===== src/rtl/ev22_inst_prefetch_if.sv =====
// Prefetch-queue bus bundle: program-memory read port, redirect request and decode-side handshake.
// master = prefetch queue, slave = memory/decode environment.
interface ev22_inst_prefetch_if #(
  parameter int unsigned DEPTH = 4,
  parameter int unsigned AW    = 12,
  parameter int unsigned IW    = 20
);
  localparam int unsigned LW = $clog2(DEPTH) + 1;

  logic          PM_RD;
  logic [AW-1:0] PM_ADDR;
  logic [IW-1:0] PM_DATA;
  logic          FLUSH;
  logic [AW-1:0] FLUSH_ADDR;
  logic [IW-1:0] INST;
  logic [AW-1:0] INST_PC;
  logic          INST_VALID;
  logic          INST_ACCEPT;
  logic [LW-1:0] LEVEL;

  modport master (
    output PM_RD, PM_ADDR, INST, INST_PC, INST_VALID, LEVEL,
    input  PM_DATA, FLUSH, FLUSH_ADDR, INST_ACCEPT
  );

  modport slave (
    input  PM_RD, PM_ADDR, INST, INST_PC, INST_VALID, LEVEL,
    output PM_DATA, FLUSH, FLUSH_ADDR, INST_ACCEPT
  );
endinterface


===== src/rtl/ev22_inst_prefetch.sv =====
// Instruction prefetch queue feeding the MIR decoders: credit-limited fetch, FIFO, flush redirect.
// Optional macro PREFETCH_BYPASS_EN presents a return arriving into an empty queue in the same cycle.
module ev22_inst_prefetch #(
  parameter int unsigned DEPTH = 4,
  parameter int unsigned AW    = 12,
  parameter int unsigned IW    = 20
) (
  input logic                  CLK,
  input logic                  nRST,
  ev22_inst_prefetch_if.master bus
);
  localparam int unsigned PW = (DEPTH > 1) ? $clog2(DEPTH) : 1;
  localparam int unsigned LW = $clog2(DEPTH) + 1;
  localparam int unsigned CW = LW + 1;

  logic [AW-1:0] pc_q, pc_d;
  logic [AW-1:0] addr_q, addr_d;
  logic          rd_q, rd_d;
  logic          ret_q, ret_d;
  logic [AW-1:0] ret_pc_q;
  logic [PW-1:0] wp_q, wp_d;
  logic [PW-1:0] rp_q, rp_d;
  logic [LW-1:0] level_q, level_d;

  logic [IW-1:0] data_mem_q [DEPTH];
  logic [AW-1:0] pc_mem_q   [DEPTH];

  logic push_c, pop_c, write_c, byp_c;

  // Queue bookkeeping and fetch issue; flush overrides everything and restarts fetch at FLUSH_ADDR.
  always_comb begin
    push_c  = ret_q && !bus.FLUSH;
    pop_c   = bus.INST_ACCEPT && (level_q != '0) && !bus.FLUSH;
    byp_c   = 1'b0;
`ifdef PREFETCH_BYPASS_EN
    byp_c   = push_c && (level_q == '0);
`endif
    write_c = push_c && !(byp_c && bus.INST_ACCEPT);
    level_d = level_q + LW'(write_c) - LW'(pop_c);
    wp_d    = wp_q + PW'(write_c);
    rp_d    = rp_q + PW'(pop_c);
    ret_d   = rd_q && !bus.FLUSH;
    rd_d    = 1'b0;
    addr_d  = addr_q;
    pc_d    = pc_q;

    if (bus.FLUSH) begin
      level_d = '0;
      wp_d    = '0;
      rp_d    = '0;
      rd_d    = 1'b1;
      addr_d  = bus.FLUSH_ADDR;
      pc_d    = bus.FLUSH_ADDR + AW'(1);
    end else if ((CW'(level_d) + CW'(rd_q)) < CW'(DEPTH)) begin
      // The read issued this cycle still holds a slot until it lands.
      rd_d    = 1'b1;
      addr_d  = pc_q;
      pc_d    = pc_q + AW'(1);
    end
  end

  always_ff @(posedge CLK or negedge nRST) begin
    if (!nRST) begin
      pc_q     <= '0;
      addr_q   <= '0;
      rd_q     <= 1'b0;
      ret_q    <= 1'b0;
      ret_pc_q <= '0;
      wp_q     <= '0;
      rp_q     <= '0;
      level_q  <= '0;
    end else begin
      pc_q     <= pc_d;
      addr_q   <= addr_d;
      rd_q     <= rd_d;
      ret_q    <= ret_d;
      ret_pc_q <= addr_q;
      wp_q     <= wp_d;
      rp_q     <= rp_d;
      level_q  <= level_d;
    end
  end

  always_ff @(posedge CLK) begin
    if (write_c) begin
      data_mem_q[wp_q] <= bus.PM_DATA;
      pc_mem_q[wp_q]   <= ret_pc_q;
    end
  end

  // Head presentation; an empty queue shows a NOP at PC 0.
  always_comb begin
    bus.PM_RD      = rd_q;
    bus.PM_ADDR    = addr_q;
    bus.LEVEL      = level_q;
    bus.INST_VALID = 1'b0;
    bus.INST       = '0;
    bus.INST_PC    = '0;
    if (level_q != '0) begin
      bus.INST_VALID = 1'b1;
      bus.INST       = data_mem_q[rp_q];
      bus.INST_PC    = pc_mem_q[rp_q];
    end else if (byp_c) begin
      bus.INST_VALID = 1'b1;
      bus.INST       = bus.PM_DATA;
      bus.INST_PC    = ret_pc_q;
    end
  end
endmodule


===== src/flat_wrapper.sv =====
// flat-port wrapper written by rule: the top's interface ports become plain ports
module ev22_inst_prefetch_flat 
#(
  parameter int unsigned DEPTH = 4,
  parameter int unsigned AW    = 12,
  parameter int unsigned IW    = 20
)
  (CLK, nRST, bus_PM_RD, bus_PM_ADDR, bus_INST, bus_INST_PC, bus_INST_VALID, bus_LEVEL, bus_PM_DATA, bus_FLUSH, bus_FLUSH_ADDR, bus_INST_ACCEPT);
  ev22_inst_prefetch_if #(.DEPTH(DEPTH), .AW(AW), .IW(IW)) bus_i ();
  input logic CLK;
  input logic nRST;
  output wire logic [$bits(bus_i.PM_RD)-1:0] bus_PM_RD;
  output wire logic [$bits(bus_i.PM_ADDR)-1:0] bus_PM_ADDR;
  output wire logic [$bits(bus_i.INST)-1:0] bus_INST;
  output wire logic [$bits(bus_i.INST_PC)-1:0] bus_INST_PC;
  output wire logic [$bits(bus_i.INST_VALID)-1:0] bus_INST_VALID;
  output wire logic [$bits(bus_i.LEVEL)-1:0] bus_LEVEL;
  input wire logic [$bits(bus_i.PM_DATA)-1:0] bus_PM_DATA;
  input wire logic [$bits(bus_i.FLUSH)-1:0] bus_FLUSH;
  input wire logic [$bits(bus_i.FLUSH_ADDR)-1:0] bus_FLUSH_ADDR;
  input wire logic [$bits(bus_i.INST_ACCEPT)-1:0] bus_INST_ACCEPT;
  assign bus_PM_RD = bus_i.PM_RD;
  assign bus_PM_ADDR = bus_i.PM_ADDR;
  assign bus_INST = bus_i.INST;
  assign bus_INST_PC = bus_i.INST_PC;
  assign bus_INST_VALID = bus_i.INST_VALID;
  assign bus_LEVEL = bus_i.LEVEL;
  assign bus_i.PM_DATA = bus_PM_DATA;
  assign bus_i.FLUSH = bus_FLUSH;
  assign bus_i.FLUSH_ADDR = bus_FLUSH_ADDR;
  assign bus_i.INST_ACCEPT = bus_INST_ACCEPT;
  ev22_inst_prefetch #(.DEPTH(DEPTH), .AW(AW), .IW(IW)) u_core (.CLK(CLK), .nRST(nRST), .bus(bus_i));
endmodule

===== config.mk =====
export PLATFORM = sky130hd
export DESIGN_NAME = ev22_inst_prefetch_flat
export DESIGN_NICKNAME = d
export VERILOG_FILES = /design/src/rtl/ev22_inst_prefetch_if.sv /design/src/rtl/ev22_inst_prefetch.sv /design/src/flat_wrapper.sv
export SDC_FILE = /design/constraint.sdc
export NUM_CORES = 1
export LEC_CHECK = 0
export CAP_MARGIN = 20
export CORE_MARGIN = 4
export CORE_UTILIZATION = 50
export DETAILED_ROUTE_END_ITERATION = 10
export HOLD_SLACK_MARGIN = 0.06
export PLACE_DENSITY = 0.72
export SLEW_MARGIN = 20
export SYNTH_ARGS = -nofsm -noshare
export SYNTH_HDL_FRONTEND = slang
export SYNTH_SLANG_ARGS = --single-unit
export TNS_END_PERCENT = 5

===== constraint.sdc =====
create_clock -name CLK -period 8.24 [get_ports CLK]
set_input_delay 0.824 -clock CLK [delete_from_list [all_inputs] [get_ports CLK]]
set_output_delay 0.824 -clock CLK [all_outputs]
set_load 0.03 [all_outputs]

======== Word-level counts from Yosys, hierarchy flattened ========
Memories as Yosys holds them, arrays and structs flattened.
Index checks and enable logic that the tools add are counted.
cells by class
  $add $sub $neg .......................... 7
  magnitude comparators ................... 1
  multiplexer cells ....................... 14
  reduce and logical (&&, ||, !) cells .... 7
operators by type and width
  kind                   count
  $mux 12                5
  $add 12x1->12 const B  2
  $mux 20                1
  $mux 1                 5
  $add 2x1->2            2
  $add 3x1->4            1
  $logic_and 1x1->1      4
  $lt 4x3->1 const B     1
  $mux 2                 2
  $add 3x1->3            1
  $mux 3                 1
  $reduce_bool 3->1      1
  $sub 3x1->3            1
  $reduce_bool 2->1      1
  $logic_not 1->1        1
word-level totals
  bits in registers ....................... 45
  bits in writable memories ............... 128
  input bits .............................. 36
  output and inout port bits .............. 49
  logic and storage cells ................. 39
  memories ................................ 2
memories
  memory             depth  width  read ports  clocked after Yosys merged registers in  wr ports  line                      source
  u_core.data_mem_q  4      20     1           0                                        1         ev22_inst_prefetch.sv:25  logic [IW-1:0] data_mem_q [DEPTH];
  u_core.pc_mem_q    4      12     1           0                                        1         ev22_inst_prefetch.sv:26  logic [AW-1:0] pc_mem_q [DEPTH];

======== Longest topological paths before layout ========
  depth after elaboration ................. 8
  gate-level depth with buffers ........... 16

======== Worst setup path after synthesis ========
OpenSTA, ideal clock, no wires.
  path kind ............................... input -> register
  start ................................... in bus_FLUSH
  end ..................................... mem u_core.data_mem_q[0][0], enable pin
  arrival time ............................ 3931 ps
  data required time ...................... 7772 ps
  path slack .............................. 3841 ps
  stages on the path ...................... 5
  path through ............................ buf_6 > buf_2 > buf_4 > nor2b_1 > nor3b_1
between the ends
  word-level cells in the longest chain between the ends .. 4
RTL lines
  item                          line                      source
  from (decl)                   flat_wrapper.sv:19        input wire logic [$bits(bus_i.FLUSH)-1:0] bus_FLUSH;
  $logic_not 1->1               ev22_inst_prefetch.sv:32  push_c = ret_q && !bus.FLUSH;
  $logic_and 1x1->1             ev22_inst_prefetch.sv:32
  $mux 1                        ev22_inst_prefetch.sv:85  if (write_c) begin
  $mux 1 (not written as such)  ev22_inst_prefetch.sv:86  data_mem_q[wp_q] <= bus.PM_DATA;
  to (decl)                     ev22_inst_prefetch.sv:25
Every way passes these cells.

======== Worst setup path after layout ========
  start ................................... in bus_FLUSH
  end ..................................... reg u_core.pc_q[9]
between the ends
  word-level cells in the longest chain between the ends .. 7
  elaborated cells on any way between the ends .. 9
  those cells by class .................... add/sub (3); order compare (1); mux (1); reduce/logical (4)
RTL lines
  item                         line                                                source
  $logic_not 1->1              ev22_inst_prefetch.sv:32, ev22_inst_prefetch.sv:33
  $logic_and 1x1->1            ev22_inst_prefetch.sv:32
  $add 3x1->3                  ev22_inst_prefetch.sv:39                            level_d = level_q + LW'(write_c) - LW'(pop_c);
  $sub 3x1->3                  ev22_inst_prefetch.sv:39
  $add 3x1->4                  ev22_inst_prefetch.sv:54                            end else if ((CW'(level_d) + CW'(rd_q)) < CW'(DEPTH)) begin
  $lt 4x3->1                   ev22_inst_prefetch.sv:54
  $reduce_bool 2->1 (no line)  n/a
  to (signal assigned)         ev22_inst_prefetch.sv:73                            pc_q <= pc_d;
  to (decl)                    ev22_inst_prefetch.sv:16                            logic [AW-1:0] pc_q, pc_d;
Parallel ways exist; a longest one is shown, timed or not.
A chain may end at the register's enable or synchronous reset.

==> results.sh <==
export IMPL_clk_pin_slew_worst_paths_ps=60
export IMPL_cts_buffer_depth=2
export IMPL_stdcell_count=707
export IMPL_worstSetupStartpointType="primary input"
export IMPL_async_flop_share_pct=26.01
export IMPL_grt_pass1_wl_mm=21.03
export IMPL_crit_required_ps=8520
export IMPL_drt_total_wl_mm=12.97
export IMPL_syn2layout_area_growth_pct=22.75
export IMPL_synthCells=429
export IMPL_ir_drop_uv=155.4
export IMPL_tightest_slew_ps=1016
export IMPL_cts_sinks=173
export IMPL_via_per_inst=5.530
export IMPL_insertion_delay_ps=410
export IMPL_yosys_warnings=0
export IMPL_cts_tree="done"
export IMPL_min_period_ps=4458
export IMPL_hold_class="primary input to async pin"
export IMPL_final_antenna_net_count=0
export IMPL_dp_hpwl_mm=8.029
export IMPL_io_buffer_count=84
export IMPL_fin_setup_tns_ps=0
export IMPL_coreArea_um2=13880
export IMPL_end_kind="register"
export IMPL_htreeDepth=4
export IMPL_antenna_found_initial=0
export IMPL_globalplace_congestion=0.8243
export IMPL_maxCapViolations=0
export IMPL_vias=3910
export IMPL_clockRootBuffer="clkbuf_16"
export IMPL_setup_viol=0
export IMPL_synth_flop_cell="edfxtp_1"
export IMPL_place_inst=675
export IMPL_cts_buffers=17
export IMPL_grt_overflow=0
export IMPL_seq_area_frac_synth_pct=70.00
export IMPL_rsz0062_at_grt="no"
export IMPL_drtPass1Iterations=5
export IMPL_die_y_um=127.2
export IMPL_place_area_um2=8108
export IMPL_finalCritPeriodShare_pct=54.10
export IMPL_maxSlewHeadroom_pct=32.12
export IMPL_cts_hold_buf=0
export IMPL_num_antenna_cells=0
export IMPL_die_area_um2=16170
export IMPL_synth_seq_cells=173
export IMPL_globalRouteTotalUtil_pct=16.95
export IMPL_status="finished, final reports clean"
export IMPL_placementRows=43
export IMPL_drc=0
export IMPL_max_freq_mhz=224.3
export IMPL_synth_fp_nets=471
export IMPL_grt_max_degree=55
export IMPL_syn_cell_area_um2=7099
export IMPL_reg2regPathDepth=16
export IMPL_n_fill_cell=1003
export IMPL_drv_slew=0
export IMPL_p_leak_nw=3.063
export IMPL_skew_ps=8.018
export IMPL_final_seq_area_um2=4971
export IMPL_grt_pass1_vias=3992
export IMPL_drtIter0Drc=269
export IMPL_nNetsFinal=556
export IMPL_power_density_nw_per_um2=333.1
export IMPL_critPathKind="primary input to register"
export IMPL_worst_ep_arrival_time_ps=4740
export IMPL_fin_area_um2=8715
export IMPL_hold_viol_final=0
export IMPL_wl_per_cell_um=18.34
export IMPL_die_x_um=127.2
export IMPL_synth_distinct_cells=48
export IMPL_ios=85
export IMPL_final_util_pct=62.78
export IMPL_path_max_fanout=54
export IMPL_synth_edff_count=128
export IMPL_initial_core_util_pct=51.14
export IMPL_cts_resized=0
export IMPL_whs_ps=401.4
export IMPL_multi_input_area_um2=2002
export IMPL_drive_gt1_share_pct=15.37
export IMPL_post_cts_buffers=0
export IMPL_synth_avg_cell_area_um2=16.55
-- worst max-delay path, stage by stage --
cell and delay [ps]:
buf_2 680, inv_1 370, and3_1 280, ha_1 280
inv_1 40, ha_1 170, inv_1 60, fa_1 430
nor4bb_1 290, a21o_1 120, buf_4 300, inv_1 290
and4_1 230, a221oi_1 220, o21ai_0 120
-- sequential cells by signal, indices dropped and copies added, names as in the netlist --
name / flops
u_core.data_mem_q: 80
u_core.pc_mem_q: 48
u_core.bus.PM_ADDR: 12
u_core.pc_q: 12
u_core.ret_pc_q: 12
u_core.bus.LEVEL: 3
u_core.rp_q: 2
u_core.wp_q: 2
u_core.bus.PM_RD: 1
u_core.ret_q: 1
-- Yosys cell counts, drive strengths merged (3+ instances only) --
cell type	n	area [um^2]
xor2	5	43.79
nand3b	4	30.03
inv	11	41.29
o22ai	3	18.77
edfxtp	128	3844
mux4	32	720.7
mux2	4	45.04
xnor2	5	43.79
nor3	3	15.01
buf	9	53.80
nor2b	39	244.0
a21oi	8	40.04
and3	5	31.28
nand3	7	35.03
nand4	4	31.28
dfrtp	45	1126
nand2	27	101.4
clkbuf	14	52.55
a31oi	3	18.77
a22oi	4	30.03
ha	5	62.56
a221oi	3	32.53
mux2i	8	80.08
o21ai	15	75.07
nor2	16	60.06
-- power by group --
| part | internal (mW) | leakage (nW) | total, mW | switching [mW] |
|---|---|---|---|---|
| sequential | 1.10 | 1.70 | 1.22 | 0.111 |
| combinational | 0.368 | 1.07 | 0.881 | 0.513 |
| clock | 0.502 | 0.292 | 0.806 | 0.304 |
| total | 1.97 | 3.06 | 2.90 | 0.929 |
-- layout by cell type, fill, tap and decap left out, types with 4 or more instances in the layout --
| cell type | count |
|---|---|
| xnor2_1 | 5 |
| mux2i_1 | 8 |
| ha_1 | 5 |
| inv_1 | 11 |
| mux4_2 | 32 |
| clkbuf_16 | 17 |
| dfrtp_1 | 44 |
| and3_1 | 4 |
| o21ai_0 | 15 |
| mux2_2 | 4 |
| nor2_1 | 15 |
| nor2b_1 | 39 |
| clkdlybuf4s50_1 | 82 |
| bufinv_16 | 4 |
| nand3b_1 | 4 |
| buf_4 | 6 |
| a22oi_1 | 4 |
| edfxtp_1 | 128 |
| xor2_1 | 5 |
| nand3_1 | 7 |
| nand2_1 | 27 |
| clkinv_2 | 4 |
| a21oi_1 | 8 |
-- logic make-up after synthesis --
kind of cell,after synthesis,synth area share [%]
muxes,44,11.91
buffers and inverters,34,2.080
adders and majority gates,6,1.163
and+or+nand+nor,115,9.041
DFF,173,70.00
AOI/OAI and AO/OA,46,4.230
xor gates and xnor gates,11,1.568
-- worst paths after layout --
| kind | from | endpoint | slack [ps] |
|---|---|---|---|
| max in group asynchronous | nRST | u_core.rp_q[0] | 7390 |
| worst max-delay path | bus_FLUSH | u_core.pc_q[9] | 3780 |
| worst min register to register | u_core.bus.PM_ADDR[2] | u_core.ret_pc_q[2] | 420 |
| worst min-delay path | nRST | u_core.pc_q[1] | 400 |
| min in group CLK | u_core.bus.PM_ADDR[2] | u_core.ret_pc_q[2] | 420 |
| worst max register to register | u_core.bus.LEVEL[1] | u_core.pc_q[9] | 4180 |
-- cell type report --
type	instances	share of cell area, %
multi-input cells	222	22.97
inverters	11	0.4738
flip-flops and latches	173	57.04
well taps	180	2.584
clock buffers	18	4.925
clock inverters	14	2.010
repair buffers	89	9.993
-- routing by layer --
layer  vias to the layer above  wire [um]  part of all wire, %  global-route usage [%]
met5                         -          0                    0                       0
met2                       143       6285                   48                   26.31
met1                      1939       5770                   44                   23.36
met3                        13        765                  5.9                   5.017
met4                         0        146                  1.1                   5.489
li1                       1815          -                    -                       -
-- stage by stage --
stage / setup WS [ps] / power, mW
floorplan: 3841 / 1.758
global placement: 3515 / 2.101
detailed placement: 3393 / 2.122
CTS: 3833 / 2.935
global route: 3454 / 3.044
finish: 3782 / 2.903
(Power assumes the default switching activity.)
